==> src/rtl/bsnn_spike_encoder_if.sv <==
// Sample-load handshake for the spike encoder: one frame of N_CH packed
// intensity values, transferred with valid/ready.
interface bsnn_spike_encoder_if #(
    parameter int N_CH      = 4,
    parameter int VAL_WIDTH = 4
);
    logic                      in_valid;
    logic                      in_ready;
    logic [N_CH*VAL_WIDTH-1:0] in_data;

    // Frame source (sample loader / testbench)
    modport master (
        output in_valid,
        output in_data,
        input  in_ready
    );

    // Frame sink (the encoder)
    modport slave (
        input  in_valid,
        input  in_data,
        output in_ready
    );
endinterface

==> src/rtl/bsnn_spike_encoder.sv <==
// Rate-coded spike source for the binary SNN layer.
// Loads one frame of N_CH unsigned intensities, then emits T_STEPS binary
// spike vectors, one per cycle in which step_en is high.
// Default encoding: first-order delta-sigma (per-channel phase accumulator,
// spike = accumulator carry).
// Optional macro BSNN_LFSR_EN: stochastic encoding against a shared
// maximal-length Fibonacci LFSR instead of accumulators.
module bsnn_spike_encoder #(
    parameter int N_CH      = 4,
    parameter int VAL_WIDTH = 4,
    parameter int T_STEPS   = 16,
    parameter int LFSR_SEED = 1
) (
    input  logic                CLK,
    input  logic                nRST,
    bsnn_spike_encoder_if.slave load,
    input  logic                step_en,
    output logic [N_CH-1:0]     spike_out,
    output logic                spike_valid,
    output logic                frame_start,
    output logic                frame_done,
    output logic                busy
);

    localparam int CNT_W = (T_STEPS > 1) ? $clog2(T_STEPS) : 1;
    localparam logic [CNT_W-1:0] LAST_STEP = CNT_W'(T_STEPS - 1);

    // Elaboration-time parameter legality
    if (N_CH < 1) begin : g_bad_n_ch
        $error("bsnn_spike_encoder: N_CH must be >= 1");
    end
    if (VAL_WIDTH < 4 || VAL_WIDTH > 8) begin : g_bad_val_width
        $error("bsnn_spike_encoder: VAL_WIDTH must be in 4..8");
    end
    if (T_STEPS < 1) begin : g_bad_t_steps
        $error("bsnn_spike_encoder: T_STEPS must be >= 1");
    end
    if ((LFSR_SEED % (2 ** VAL_WIDTH)) == 0) begin : g_bad_seed
        $error("bsnn_spike_encoder: LFSR_SEED must be nonzero in VAL_WIDTH bits");
    end

    typedef enum logic {
        IDLE,
        RUN
    } state_t;

    state_t               state;
    logic [VAL_WIDTH-1:0] val [N_CH];
    logic [CNT_W-1:0]     step_cnt;
    logic [N_CH-1:0]      spike_next;

    assign load.in_ready = (state == IDLE);
    assign busy          = (state == RUN);

`ifdef BSNN_LFSR_EN
    logic [VAL_WIDTH-1:0] lfsr;
    logic [VAL_WIDTH-1:0] lfsr_next;
    logic                 fb;
    logic [VAL_WIDTH-1:0] rot [N_CH];

    // Feedback taps for the maximal-length polynomial of this width
    if (VAL_WIDTH == 4) begin : g_tap4
        assign fb = lfsr[3] ^ lfsr[2];
    end else if (VAL_WIDTH == 5) begin : g_tap5
        assign fb = lfsr[4] ^ lfsr[2];
    end else if (VAL_WIDTH == 6) begin : g_tap6
        assign fb = lfsr[5] ^ lfsr[4];
    end else if (VAL_WIDTH == 7) begin : g_tap7
        assign fb = lfsr[6] ^ lfsr[5];
    end else begin : g_tap8
        assign fb = lfsr[7] ^ lfsr[5] ^ lfsr[4] ^ lfsr[3];
    end

    assign lfsr_next = {lfsr[VAL_WIDTH-2:0], fb};

    // Per-channel comparison against a channel-specific rotation of the LFSR
    always_comb begin
        spike_next = '0;
        rot        = '{default: '0};
        for (int unsigned i = 0; i < N_CH; i++) begin
            rot[i] = (lfsr << (i % VAL_WIDTH)) | (lfsr >> (VAL_WIDTH - (i % VAL_WIDTH)));
            spike_next[i] = (val[i] > rot[i]);
        end
    end
`else
    logic [VAL_WIDTH-1:0] acc      [N_CH];
    logic [VAL_WIDTH-1:0] acc_next [N_CH];
    logic [VAL_WIDTH:0]   sum      [N_CH];

    // Delta-sigma step: add intensity to phase, carry out is the spike
    always_comb begin
        spike_next = '0;
        sum        = '{default: '0};
        acc_next   = '{default: '0};
        for (int unsigned i = 0; i < N_CH; i++) begin
            sum[i]        = {1'b0, acc[i]} + {1'b0, val[i]};
            acc_next[i]   = sum[i][VAL_WIDTH-1:0];
            spike_next[i] = sum[i][VAL_WIDTH];
        end
    end
`endif

    // Frame FSM with registered spike/strobe outputs; outputs default to 0
    // so stalls and IDLE never show a spike
    always_ff @(posedge CLK or negedge nRST) begin
        if (!nRST) begin
            state       <= IDLE;
            step_cnt    <= '0;
            spike_out   <= '0;
            spike_valid <= 1'b0;
            frame_start <= 1'b0;
            frame_done  <= 1'b0;
            for (int unsigned i = 0; i < N_CH; i++) begin
                val[i] <= '0;
`ifndef BSNN_LFSR_EN
                acc[i] <= '0;
`endif
            end
`ifdef BSNN_LFSR_EN
            lfsr <= VAL_WIDTH'(LFSR_SEED);
`endif
        end else begin
            spike_out   <= '0;
            spike_valid <= 1'b0;
            frame_start <= 1'b0;
            frame_done  <= 1'b0;
            case (state)
                IDLE: begin
                    if (load.in_valid) begin
                        for (int unsigned i = 0; i < N_CH; i++) begin
                            val[i] <= load.in_data[i*VAL_WIDTH +: VAL_WIDTH];
`ifndef BSNN_LFSR_EN
                            acc[i] <= '0;
`endif
                        end
                        step_cnt    <= '0;
                        frame_start <= 1'b1;
                        state       <= RUN;
                    end
                end
                RUN: begin
                    if (step_en) begin
                        spike_out   <= spike_next;
                        spike_valid <= 1'b1;
                        step_cnt    <= step_cnt + CNT_W'(1);
`ifdef BSNN_LFSR_EN
                        lfsr <= lfsr_next;
`else
                        for (int unsigned i = 0; i < N_CH; i++) begin
                            acc[i] <= acc_next[i];
                        end
`endif
                        if (step_cnt == LAST_STEP) begin
                            frame_done <= 1'b1;
                            state      <= IDLE;
                        end
                    end
                end
                default: state <= IDLE;
            endcase
        end
    end

endmodule
==> src/flat_wrapper.sv <==
// flat-port wrapper written by rule: the top's interface ports become plain ports
module bsnn_spike_encoder_flat 
#(
    parameter int N_CH      = 4,
    parameter int VAL_WIDTH = 4,
    parameter int T_STEPS   = 16,
    parameter int LFSR_SEED = 1
)
  (CLK, nRST, step_en, spike_out, spike_valid, frame_start, frame_done, busy, load_in_valid, load_in_data, load_in_ready);
  bsnn_spike_encoder_if #(.N_CH(N_CH), .VAL_WIDTH(VAL_WIDTH)) load_i ();
  input  logic CLK;
  input  logic nRST;
  input  logic step_en;
  output logic [N_CH-1:0] spike_out;
  output logic spike_valid;
  output logic frame_start;
  output logic frame_done;
  output logic busy;
  input wire logic [$bits(load_i.in_valid)-1:0] load_in_valid;
  input wire logic [$bits(load_i.in_data)-1:0] load_in_data;
  output wire logic [$bits(load_i.in_ready)-1:0] load_in_ready;
  assign load_i.in_valid = load_in_valid;
  assign load_i.in_data = load_in_data;
  assign load_in_ready = load_i.in_ready;
  bsnn_spike_encoder #(.N_CH(N_CH), .VAL_WIDTH(VAL_WIDTH), .T_STEPS(T_STEPS), .LFSR_SEED(LFSR_SEED)) u_core (.CLK(CLK), .nRST(nRST), .load(load_i), .step_en(step_en), .spike_out(spike_out), .spike_valid(spike_valid), .frame_start(frame_start), .frame_done(frame_done), .busy(busy));
endmodule
==> config.mk <==
export PLATFORM = sky130hd
export DESIGN_NAME = bsnn_spike_encoder_flat
export DESIGN_NICKNAME = d
export VERILOG_FILES = /design/src/rtl/bsnn_spike_encoder_if.sv /design/src/rtl/bsnn_spike_encoder.sv /design/src/flat_wrapper.sv
export SDC_FILE = /design/constraint.sdc
export NUM_CORES = 1
export LEC_CHECK = 0
export ABC_AREA = 1
export ABC_CLOCK_PERIOD_IN_PS = 4690
export BUFFER_PORTS_ARGS = -buffer_cell sky130_fd_sc_hd__buf_2
export CORE_MARGIN = 2
export CORE_UTILIZATION = 50
export DETAILED_ROUTE_END_ITERATION = 6
export PLACE_DENSITY = 0.72
export SYNTH_ARGS = -nofsm -noshare
export SYNTH_HDL_FRONTEND = slang
export SYNTH_SLANG_ARGS = --single-unit
==> constraint.sdc <==
create_clock -name CLK -period 4.69 [get_ports CLK]
set_clock_uncertainty 0.15 [all_clocks]
set_input_delay 0.938 -clock CLK [delete_from_list [all_inputs] [get_ports CLK]]
set_output_delay 0.938 -clock CLK [all_outputs]
set_load 0.02 [all_outputs]
* After elaboration in Yosys (flattened, before gate mapping)
Index checks and enable logic that the tools add are counted.
W data, S select, Z words.
** Storage, ports and cells
- Flip-flop bits (word level) :: 44
- Output and inout port bits :: 9
- Logic and storage cells :: 43
** Cells by class
- Add/subtract/negate cells :: 5
- Eq/ne operators :: 3
- Multiplexer cells :: 18
- Bitwise logic cells :: 1
- Reduce and logical (&&, ||, !) cells :: 2
** Operator list (count)
- $mux W16 :: 2
- $pmux W16 S2 :: 1
- $add A4 B4 Y5 :: 4
- $mux W4 :: 4
- $mux W1 :: 9
- $pmux W4 S2 :: 1
- $add A4 B1 Y4 const B :: 1
- $eq A4 B4 Y1 const B :: 1
- $ne A2 B2 Y1 const B :: 2
- $reduce_and A2 Y1 :: 2
- $pmux W1 S2 :: 1
- $not A1 Y1 :: 1

* Longest topological paths before layout
- Depth after elaboration :: 4
- Mapped depth :: 8
- Mapped depth without buffers :: 8

* Worst setup path after synthesis
OpenSTA, ideal clock, no wires.
- Path type :: reg-to-output
- Start :: reg u_core.state (netlist: u_core.busy)
- End :: out load_in_ready
- Data arrival time :: 0.692 ns
- Required time :: 3.602 ns
- Setup slack :: 2.910 ns
- Cell stages (with the launch flop) :: 2
- Path buffers :: 0
- Cells stage by stage :: dfrtp_1 inv_2
** Between the ends
- Word-level cells in the longest chain between the ends :: 1
** RTL lines
- start, declared :: RTL line bsnn_spike_encoder.sv:47 : state_t state;
- start signal, assigned :: RTL line bsnn_spike_encoder.sv:107 : state <= IDLE;
- start signal, assigned :: RTL line bsnn_spike_encoder.sv:138 : state <= RUN;
- start signal, assigned :: RTL line bsnn_spike_encoder.sv:155 : state <= IDLE;
- $not A1 Y1 (no source line)
- end, declared :: RTL line flat_wrapper.sv:21 : output wire logic [$bits(load_i.in_ready)-1:0] load_in_ready;
No other way between the ends.

* Worst setup path after layout
Same ends and word-level chain as after synthesis.

==> impl_metrics.yaml <==
final_layout:
  drive_above_1_share_pct: 15.9
  fin_util_pct: 60.2
  fin_nets: 317
  fill_cells: 376
  fin_area_mm2: 0.00246
  n_antenna_cell: 0
  syn_to_final_growth_pct: 13.1
die:
  rows: 23
  initial_core_util_pct: 53.2
  num_io_pins: 29
  chipHeight_um: 70.0
  dieArea_mm2: 0.00490
  core_mm2: 0.00409
  die_w_um: 70.0
synthesis:
  synth_warnings: 0
  synth_top_area_share_pct: 50.6
  yosysSeqAreaShare_pct: 50.6
  syn_nets: 286
  syn_area_per_cell_um2: 8.88
  synth.ff_latch_count: 44
  yosysTopAreaCell: "dfrtp_1"
  synthTopCellsByArea: "dfrtp_1 51%, nand2_1 18%, ha_1 9.8%, fa_1 3.7%, nand3_1 3.7%"
  synthCells: 245
  syn_area_mm2: 0.00218
  ys_types: 20
timing:
  fin_setup_tns_ps: 0
  period_share_pct: 45.8
  final_hold_viol_count: 0
  period_needed_ps: 2150
  fmax_mhz: 466
  worst_pin_slew_ps: 959
  rsz0062_at_grt: "no"
  max_slew_margin_pct: 36.1
  slew_viol_final: 0
  setup_viol: 0
setup_path:
  crit_fanout: 5
  cp.required_ps: 3600
  cp-start-kind: "register"
  cp.arrival_ps: 1060
  end_kind: "primary output"
  slowest_delay_ps: 460
  worst-path-buf-inv: 2
  crit_family: "flip-flops"
  worstSetupPathType: "register to primary output"
  r2r_setup_slack_ps: 3020
  cp_slowest_cell: "dfrtp_1"
  path_cells: "inv_2, buf_2"
clock_network:
  numCtsBuffers: 5
  cts_num_sinks: 44
  clk_pin_slew_worst_paths_ps: 90
  worstSkewPairLatency_ps: 300
  cts_hold_buf: 0
  cts_setup_buffers: 0
  cts_root_buffer: "clkbuf_8"
  post_cts_resized: 0
  cts_tree: "done"
  cts_max_path_buffers: 2
  htreeDepth: 2
drt:
  drt-initial-drc-count: 125
  wirelength_um: 4110
  drcViolationCount: 0
  antenna_left: 0
  wl_per_cell_um: 12.6
  vias: 1660
  viasPerCell: 5.08
  drt-pass1-iter-count: 4
pwr:
  intPower_mw: 0.991
  pwr-share-clk_pct: 18.8
  p_leak_nw: 1.39
  pwr-share-comb_pct: 41.0
  powerDensity_mw_per_mm2: 661
  ir_drop_mv: 0.268
  p_sw_share_pct: 39.1
  switchingPower_mw: 0.636
  power_frac_seq_pct: 40.2
job:
  maxCapViolCount: 0
grt:
  grtUsageTotal_pct: 19.3
  grt_pass1_vias: 1691
  grt_pass1_wl_um: 7470
  grt_max_degree: 45
  antenna_found_initial: 0
  grt_overflow: 0
hold_path:
  hp-class: "register to register"
place:
  dp_hpwl_um: 2740
  place_congestion: 0.759
  place_area_mm2: 0.00234
  io_buffers: 28
run_status:
  status: "completed"
layout make-up:
| type | instances | area, um^2 | area share [%] |
|---|---|---|---|
| flip-flops and latches | 44 | 1100 | 44.7 |
| multi-input cells | 179 | 963 | 39.1 |
| repair buffers | 28 | 140 | 5.69 |
| clock buffers | 6 | 82.6 | 3.36 |
| inverters | 18 | 72.6 | 2.95 |
| well taps | 50 | 62.6 | 2.54 |
| clock inverters | 2 | 38.8 | 1.58 |
routing by layer:
layer	wire, um	vias up	global-route usage (%)	share of wire [%]
met5	0	-	0	0
li1	-	838	-	-
met2	2060	43	33.8	50
met4	54	0	7.48	1.3
met1	1770	775	23.6	43
met3	220	4	3.61	5.4
synthesized netlist by cell type:
library cell	instances
nand2_1	107
nand2_4	2
o21ai_0	4
buf_4	1
fa_1	4
inv_6	1
buf_8	1
ha_1	17
nand3_1	16
inv_2	3
o22ai_1	1
buf_2	1
nand2_8	1
inv_1	14
buf_6	1
a21oi_1	11
nor3_1	2
nor2_1	13
nand2_2	1
dfrtp_1	44
flip-flops by register name (all words and copies together), names as in the netlist:
signal              flops
u_core.acc             16
u_core.busy             1
u_core.frame_done       1
u_core.frame_start      1
u_core.spike_out        4
u_core.spike_valid      1
u_core.step_cnt         4
u_core.val             16
stage by stage:
step / setup slack (ps) / cells / total power, mW / hold slack, ps
finish: 2540 / 327 / 1.63 / 336
global route: 2490 / 327 / 1.81 / 367
CTS: 2520 / 327 / 1.64 / 341
detailed placement: 2740 / 319 / 1.33 / 320
global placement: 2750 / 319 / 1.30 / 314
floorplan: 2910 / 245 / 1.17 / 298
worst min-delay path: stages (launching register included):
cell     delay [ps]
dfrtp_1         360
nand2_1          50
nand2_1          50
power by group through the flow:
stage                     logic [mW]  registers [mW]  clock network [mW]
after floorplan                0.508           0.662                   0
after global placement         0.645           0.659                   0
after detailed placement       0.667           0.661                   0
after CTS                      0.673           0.655               0.314
after global routing           0.795           0.682               0.332
final                          0.667           0.655               0.306
placed cells by master (no fill, tap or decap):
| cell type | count |
|---|---|
| nand2_8 | 1 |
| o21ai_0 | 4 |
| clkinv_4 | 1 |
| nand2_2 | 1 |
| nand2_4 | 2 |
| inv_1 | 14 |
| fa_1 | 4 |
| nor2_1 | 13 |
| o22ai_1 | 1 |
| nand3_1 | 16 |
| nand2_1 | 107 |
| ha_1 | 17 |
| buf_2 | 28 |
| inv_2 | 3 |
| nor3_1 | 2 |
| clkbuf_8 | 6 |
| inv_6 | 1 |
| bufinv_16 | 1 |
| a21oi_1 | 11 |
| dfrtp_1 | 44 |
cells by family after synthesis:
kind of cell	after synthesis	share of synthesized area (%)
buffers and inverters	22	5.12
AOI/OAI and AO/OA	16	3.74
adders and majority gates	21	13.5
DFF	44	50.6
and+or+nand+nor	142	27.1
worst paths after layout:
path,start,endpoint,depth (start not counted)
worst min-delay path,u_core.acc[4],u_core.acc[4],2
worst max register to register,u_core.acc[12],u_core.spike_out[0],6
worst min register to register,u_core.acc[4],u_core.acc[4],2
worst max-delay path,u_core.busy,load_in_ready,2
max in group asynchronous,nRST,u_core.val[3],1
min in group asynchronous,nRST,u_core.step_cnt[2],1
No activity file was read; power rests on OpenSTA's default activity.
